--- src/rtl/conv_layer_core.sv ---
// Direct 2-D convolution engine: one tap per cycle, one signed MAC lane per input channel,
// bias add and saturating requantisation, one int8 write per output pixel and channel.
module conv_layer_core #(
    parameter int IMG_DIM    = 32,
    parameter int OUT_DIM    = 32,
    parameter int IN_CH      = 3,
    parameter int OUT_CH     = 32,
    parameter int KERNEL     = 5,
    parameter int STRIDE     = 1,
    parameter int PADDING    = 2,
    parameter int BIAS_SHIFT = 6,
    parameter int OUT_SHIFT  = 9,
    parameter int ADDR_W     = 16
) (
    input  logic                    clk,
    input  logic                    reset,
    input  logic                    start,
    output logic                    busy,
    output logic                    done,
    output logic [IN_CH*ADDR_W-1:0] img_addr,
    input  logic [IN_CH*8-1:0]      img_data,
    output logic [IN_CH*ADDR_W-1:0] wgt_addr,
    input  logic [IN_CH*8-1:0]      wgt_data,
    output logic [7:0]              bias_addr,
    input  logic [7:0]              bias_data,
    output logic                    out_we,
    output logic [ADDR_W-1:0]       out_addr,
    output logic [7:0]              out_data
);

    localparam int CW = 16;
    localparam logic [CW-1:0] K_LAST = CW'(KERNEL - 1);
    localparam logic [CW-1:0] O_LAST = CW'(OUT_DIM - 1);
    localparam logic [CW-1:0] C_LAST = CW'(OUT_CH - 1);

    localparam logic [1:0] S_IDLE  = 2'd0;
    localparam logic [1:0] S_RUN   = 2'd1;
    localparam logic [1:0] S_DRAIN = 2'd2;

    logic [1:0]    state;
    logic [CW-1:0] i_c, j_c, k_c, n_c, m_c;
    logic          run, m_end, n_end, k_end, j_end, i_end;
    logic          tap_first, tap_last, final_tap;

    logic signed [31:0] in_row, in_col, pix_idx, wgt_idx;
    logic               tap_ok;

    logic              v1, first1, last1, ok1, fin1;
    logic [7:0]        i1;
    logic [ADDR_W-1:0] oaddr1, oaddr2, oaddr3;
    logic              v2, fin2, v3, fin3;

    logic signed [17:0] prod [IN_CH];
    logic signed [21:0] acc  [IN_CH];
    logic signed [23:0] lane_sum, bias_ext, sum_q, shifted;

    assign run       = (state == S_RUN);
    assign busy      = (state != S_IDLE);
    assign m_end     = (m_c == K_LAST);
    assign n_end     = (n_c == K_LAST);
    assign k_end     = (k_c == O_LAST);
    assign j_end     = (j_c == O_LAST);
    assign i_end     = (i_c == C_LAST);
    assign tap_first = (n_c == '0) && (m_c == '0);
    assign tap_last  = n_end && m_end;
    assign final_tap = run && tap_last && k_end && j_end && i_end;

    // Loop sequencer: m innermost, i outermost; DRAIN covers the three pipeline stages after the last tap.
    always_ff @(posedge clk) begin
        if (reset) begin
            state <= S_IDLE;
            i_c   <= '0;
            j_c   <= '0;
            k_c   <= '0;
            n_c   <= '0;
            m_c   <= '0;
        end else begin
            case (state)
                S_IDLE: begin
                    if (start) begin
                        state <= S_RUN;
                        i_c   <= '0;
                        j_c   <= '0;
                        k_c   <= '0;
                        n_c   <= '0;
                        m_c   <= '0;
                    end
                end
                S_RUN: begin
                    if (final_tap) state <= S_DRAIN;
                    if (!m_end) begin
                        m_c <= m_c + 1'b1;
                    end else begin
                        m_c <= '0;
                        if (!n_end) begin
                            n_c <= n_c + 1'b1;
                        end else begin
                            n_c <= '0;
                            if (!k_end) begin
                                k_c <= k_c + 1'b1;
                            end else begin
                                k_c <= '0;
                                if (!j_end) begin
                                    j_c <= j_c + 1'b1;
                                end else begin
                                    j_c <= '0;
                                    i_c <= i_end ? '0 : i_c + 1'b1;
                                end
                            end
                        end
                    end
                end
                S_DRAIN: begin
                    if (done) state <= S_IDLE;
                end
                default: state <= S_IDLE;
            endcase
        end
    end

    always_comb begin
        in_row  = int'(j_c) * STRIDE + int'(n_c) - PADDING;
        in_col  = int'(k_c) * STRIDE + int'(m_c) - PADDING;
        tap_ok  = (in_row >= 0) && (in_row < IMG_DIM) && (in_col >= 0) && (in_col < IMG_DIM);
        pix_idx = in_row * IMG_DIM + in_col;
        wgt_idx = (int'(i_c) * KERNEL + int'(n_c)) * KERNEL + int'(m_c);
    end

    // Padding taps still issue wrapped addresses; only the MAC enable masks them.
    always_comb begin
        img_addr = '0;
        wgt_addr = '0;
        if (run) begin
            for (int l = 0; l < IN_CH; l++) begin
                img_addr[l*ADDR_W +: ADDR_W] = ADDR_W'(pix_idx * IN_CH + l);
                wgt_addr[l*ADDR_W +: ADDR_W] = ADDR_W'(wgt_idx * IN_CH + l);
            end
        end
    end

    always_ff @(posedge clk) begin
        if (reset) begin
            v1     <= 1'b0;
            first1 <= 1'b0;
            last1  <= 1'b0;
            ok1    <= 1'b0;
            fin1   <= 1'b0;
            i1     <= '0;
            oaddr1 <= '0;
            v2     <= 1'b0;
            fin2   <= 1'b0;
            oaddr2 <= '0;
            v3     <= 1'b0;
            fin3   <= 1'b0;
            oaddr3 <= '0;
            sum_q  <= '0;
        end else begin
            v1     <= run;
            first1 <= tap_first;
            last1  <= tap_last;
            ok1    <= tap_ok;
            fin1   <= final_tap;
            i1     <= i_c[7:0];
            oaddr1 <= ADDR_W'((int'(j_c) * OUT_DIM + int'(k_c)) * OUT_CH + int'(i_c));
            v2     <= v1 && last1;
            fin2   <= v1 && fin1;
            oaddr2 <= oaddr1;
            v3     <= v2;
            fin3   <= v2 && fin2;
            oaddr3 <= oaddr2;
            if (v2) sum_q <= lane_sum + bias_ext;
        end
    end

    always_comb begin
        for (int l = 0; l < IN_CH; l++) begin
            prod[l] = $signed({wgt_data[l*8+7], wgt_data[l*8 +: 8]}) * $signed({1'b0, img_data[l*8 +: 8]});
        end
    end

    // The first tap of a pixel reloads the lanes, so the next pixel overlaps the previous drain.
    always_ff @(posedge clk) begin
        if (reset) begin
            for (int l = 0; l < IN_CH; l++) acc[l] <= '0;
        end else if (v1) begin
            for (int l = 0; l < IN_CH; l++) begin
                if (first1) begin
                    acc[l] <= ok1 ? $signed({{4{prod[l][17]}}, prod[l]}) : '0;
                end else if (ok1) begin
                    acc[l] <= acc[l] + $signed({{4{prod[l][17]}}, prod[l]});
                end
            end
        end
    end

    always_comb begin
        lane_sum = '0;
        for (int l = 0; l < IN_CH; l++) begin
            lane_sum = lane_sum + $signed({{2{acc[l][21]}}, acc[l]});
        end
        bias_ext = $signed({{16{bias_data[7]}}, bias_data}) <<< BIAS_SHIFT;
    end

    always_comb begin
        shifted = sum_q >>> OUT_SHIFT;
        if (shifted > 24'sd127) begin
            out_data = 8'h7F;
        end else if (shifted < -24'sd128) begin
            out_data = 8'h80;
        end else begin
            out_data = shifted[7:0];
        end
    end

    assign bias_addr = v1 ? i1 : '0;
    assign out_we    = v3;
    assign out_addr  = oaddr3;
    assign done      = v3 && fin3;

endmodule

--- config.mk ---
export PLATFORM = sky130hd
export DESIGN_NAME = conv_layer_core
export DESIGN_NICKNAME = d
export VERILOG_FILES = /design/src/rtl/conv_layer_core.sv
export SDC_FILE = /design/constraint.sdc
export NUM_CORES = 2
export LEC_CHECK = 0
export BUFFER_PORTS_ARGS = -buffer_cell sky130_fd_sc_hd__buf_4
export CAP_MARGIN = 20
export CORE_ASPECT_RATIO = 0.8
export CORE_MARGIN = 4
export CORE_UTILIZATION = 60
export CTS_CLUSTER_SIZE = 20
export DETAILED_ROUTE_END_ITERATION = 16
export PLACE_DENSITY = 0.79
export RECOVER_POWER = 100
export SLEW_MARGIN = 10
export SYNTH_ARGS = -nofsm -noshare
export SYNTH_HDL_FRONTEND = slang
export SYNTH_SLANG_ARGS = --single-unit
--- constraint.sdc ---
create_clock -name clk -period 11.6 [get_ports clk]
set_clock_uncertainty 0.1 [all_clocks]
set_input_delay 2.32 -clock clk [delete_from_list [all_inputs] [get_ports clk]]
set_output_delay 2.32 -clock clk [all_outputs]
set_load 0.05 [all_outputs]
==> summary.md <==
| Metric | Value |
|---|---|
| RD Place Congestion | 0.9657 |
| Mapped Cells | 3392 |
| Detailed Place HPWL | 54390 um |
| PD cells | 176.2 nW/um2 |
| Max VDD drop | 0.3742 mV |
| Worst EP required | 9.18 ns |
| Hold endpoint | fin2 |
| Cell mode on critical path | ha_1 |
| CP Capture Type | output pin |
| Final WL | 67280 um |
| Initial antenna violation count | 1 |
| Multi-input logic area | 21340 um2 |
| Max-cap viol count | 5 |
| Post-Syn Area per Cell | 8.391 um2 |
| CP max FO | 10 |
| Top delay family on crit path | adder cells |
| # rows | 71 |
| WP depth | 27 |
| Via count | 23860 |
| CTS tree | yes |
| Slowest stage delay, CP | 0.66 ns |
| First-pass GRT wire length | 112100 um |
| Die W | 251.5 um |
| Total Routing Usage GR | 26.08% |
| Syn. warnings | 0 |
| Post-route DRC | 0 |
| Reg area | 5126 um2 |
| Register area share after synthesis | 18.01% |
| Pin count of the biggest net entering global routing | 86 |
| Setup_tns | 0 ns |
| FILL cells | 4087 |
| Die height | 202.8 um |
| Detailed Routing Iterations Pass 1 | 6 |
| Initial core utilization | 60.57% |
| Ant diodes | 0 |
| Hold path start | fin1 |
| Slew Viols, Final | 254 |
| Commonest non-fill, non-tap cell in the layout | inv_1 |
| WHS Path Cells | 1 |
| Setup repair bufs after CTS | 0 |
| Final hold vios | 0 |
| Dpl cell area | 30470 um2 |
| Num CTS Buffers | 26 |
| Crit-path slowest cell | a221oi_1 |
| Layout cells sized above 1 | 4.785% |
| R2r setup slk | 6.79 ns |
| Setup CP Type | register to output pin |
| Worst R2R Path Depth | 6 |
| Post-synth EDFFs | 66 |
| Area of the mapped netlist | 28460 um2 |
| IO Pins | 190 |
| Asr flop ratio synth | 0% |
| Main synth FF type | dfxtp_1 |
| Reg clk slew, reported paths | 0.07 ns |
| Count of input and output buffers | 189 |
| Post-route cell area | 30820 um2 |
| Max clock buf depth | 3 |
| Reg2reg end | n_c[7] |
| CTS root buf | clkbuf_16 |
| Initial DRC Count | 1818 |
| RSZ-0062 raised after global routing | false |
| CP startpoint | i_c[3] |
| ANT nets after route | 0 |
| Tmin final | 10.90 ns |
| Clock sink total | 223 |
| Yosys cell types | 102 |
| RR Startpoint | state[1] |
| Post-Syn Nets | 4052 |
| Clk_lat worst skew | 0.55 ns |
| Failing checks | max-capacitance violations, max-slew violations |
| Core Footprint | 46990 um2 |
| Worst slew pin tran | 3.722 ns |
| Final worst path period share | 93.99% |
| CTS Hold Bufs | 0 |
| H-Tree Depth | 1 |
| Status | finished with violations |
| Path type of the worst min-delay path | register to register |
| Worst Setup Start Kind | register |
| Yosys reg bits | 223 |
| Via-per-instance ratio | 5.689 |
| # resized after CTS | 0 |
| Final #Nets | 4214 |
| FMAX | 91.72 MHz |
| Headroom to the max-slew limit | -148.1% |
| Vias in the first global route | 22180 |
| Most frequent cells in the layout | inv_1 (458), ha_1 (416), nor2_1 (325) |
| Grt total ovfl | 0 |
| Area grow syn2layout | 8.300% |
| Leak | 14.18 nW |
| Final setup vio count | 0 |
| Routed length per instance | 16.04 um |
| Die area | 51010 um2 |
| Crit path DAT | 8.48 ns |
| Crit path buf inv count | 3 |
| Total power | 5.430 mW |
==> per-layer routing <==
layer	part of all wire (%)	global-route usage, %	up-vias
met5	0	0	-
li1	-	-	11850
met2	41	38.07	773
met3	7.9	4.137	78
met1	50	41.05	11160
met4	1.9	4.595	0
==> metrics by stage <==
step | util [%] | cells | worst slack (ns) | hold WS (ns)
after floorplan | - | 3392 | 1.981 | 0.3057
after global placement | 64.84 | 4145 | 1.803 | 0.3089
after global routing | 65.59 | 4194 | 0.3288 | 0.3515
after detailed placement | 64.84 | 4145 | 1.759 | 0.3137
after CTS | 66.63 | 4193 | 1.129 | 0.3295
final | 65.59 | 4194 | 0.6967 | 0.3291
==> layout make-up <==
cell class | count | area share, %
clock inverters | 16 | 0.5114
multi-input cells | 2646 | 69.24
flip-flops and latches | 223 | 16.63
well taps | 620 | 2.517
clock buffers | 32 | 2.216
repair buffers | 199 | 3.312
inverters | 458 | 5.577
==> how the worst max path moves through the flow <==
stage                         to  slack (ns)
floorplan           wgt_addr[15]        1.98
global placement    wgt_addr[47]        1.80
detailed placement  wgt_addr[47]        1.76
CTS                 wgt_addr[47]        1.13
global route        wgt_addr[47]        0.33
finish              wgt_addr[15]        0.70
==> synthesized netlist by cell type (26+ instances only) <==
cell	number	share of area [%]
nand2b_1	51	1.1
clkbuf_1	49	0.65
nand4_1	32	0.70
inv_1	458	6.0
a21o_1	56	1.5
o21bai_1	26	0.69
o21ai_0	107	1.9
xor2_1	77	2.4
xnor2_1	206	6.3
a21oi_1	189	3.3
nand2_1	221	2.9
and3_1	32	0.70
and2_1	132	2.9
nor2_1	325	4.3
nor4_1	26	0.57
nand3_1	71	1.2
o21a_1	39	1.0
ha_1	416	18
fa_1	185	13
nor3_1	59	1.0
a31oi_1	26	0.57
dfxtp_1	157	11
nor2b_1	75	1.6
edfxtp_1	66	7.0
==> state kept, by name, indices dropped and copies added (netlist names), 11 cells and up <==
signal    cells
acc          66
oaddr2       16
oaddr1       11
n_c          16
j_c          16
k_c          16
m_c          16
sum_q        15
out_addr     16
i_c          16
==> power by group <==
part | switching [mW] | leakage (nW) | total [mW] | internal (mW)
Combinational | 2.32 | 11.8 | 3.78 | 1.46
Clock | 0.341 | 0.413 | 0.809 | 0.467
Sequential | 0.0220 | 1.95 | 0.839 | 0.817
Total | 2.68 | 14.2 | 5.43 | 2.75
==> cell families after synthesis <==
group                      share of synthesized area [%]
and+or+nand+nor                                    20.02
AOI/OAI and AO/OA                                  14.12
adders and majority gates                          31.30
buffers and inverters                              6.963
xor gates and xnor gates                           8.981
DFF                                                18.01
muxes                                             0.6022
No activity file was read; power rests on OpenSTA's default activity.
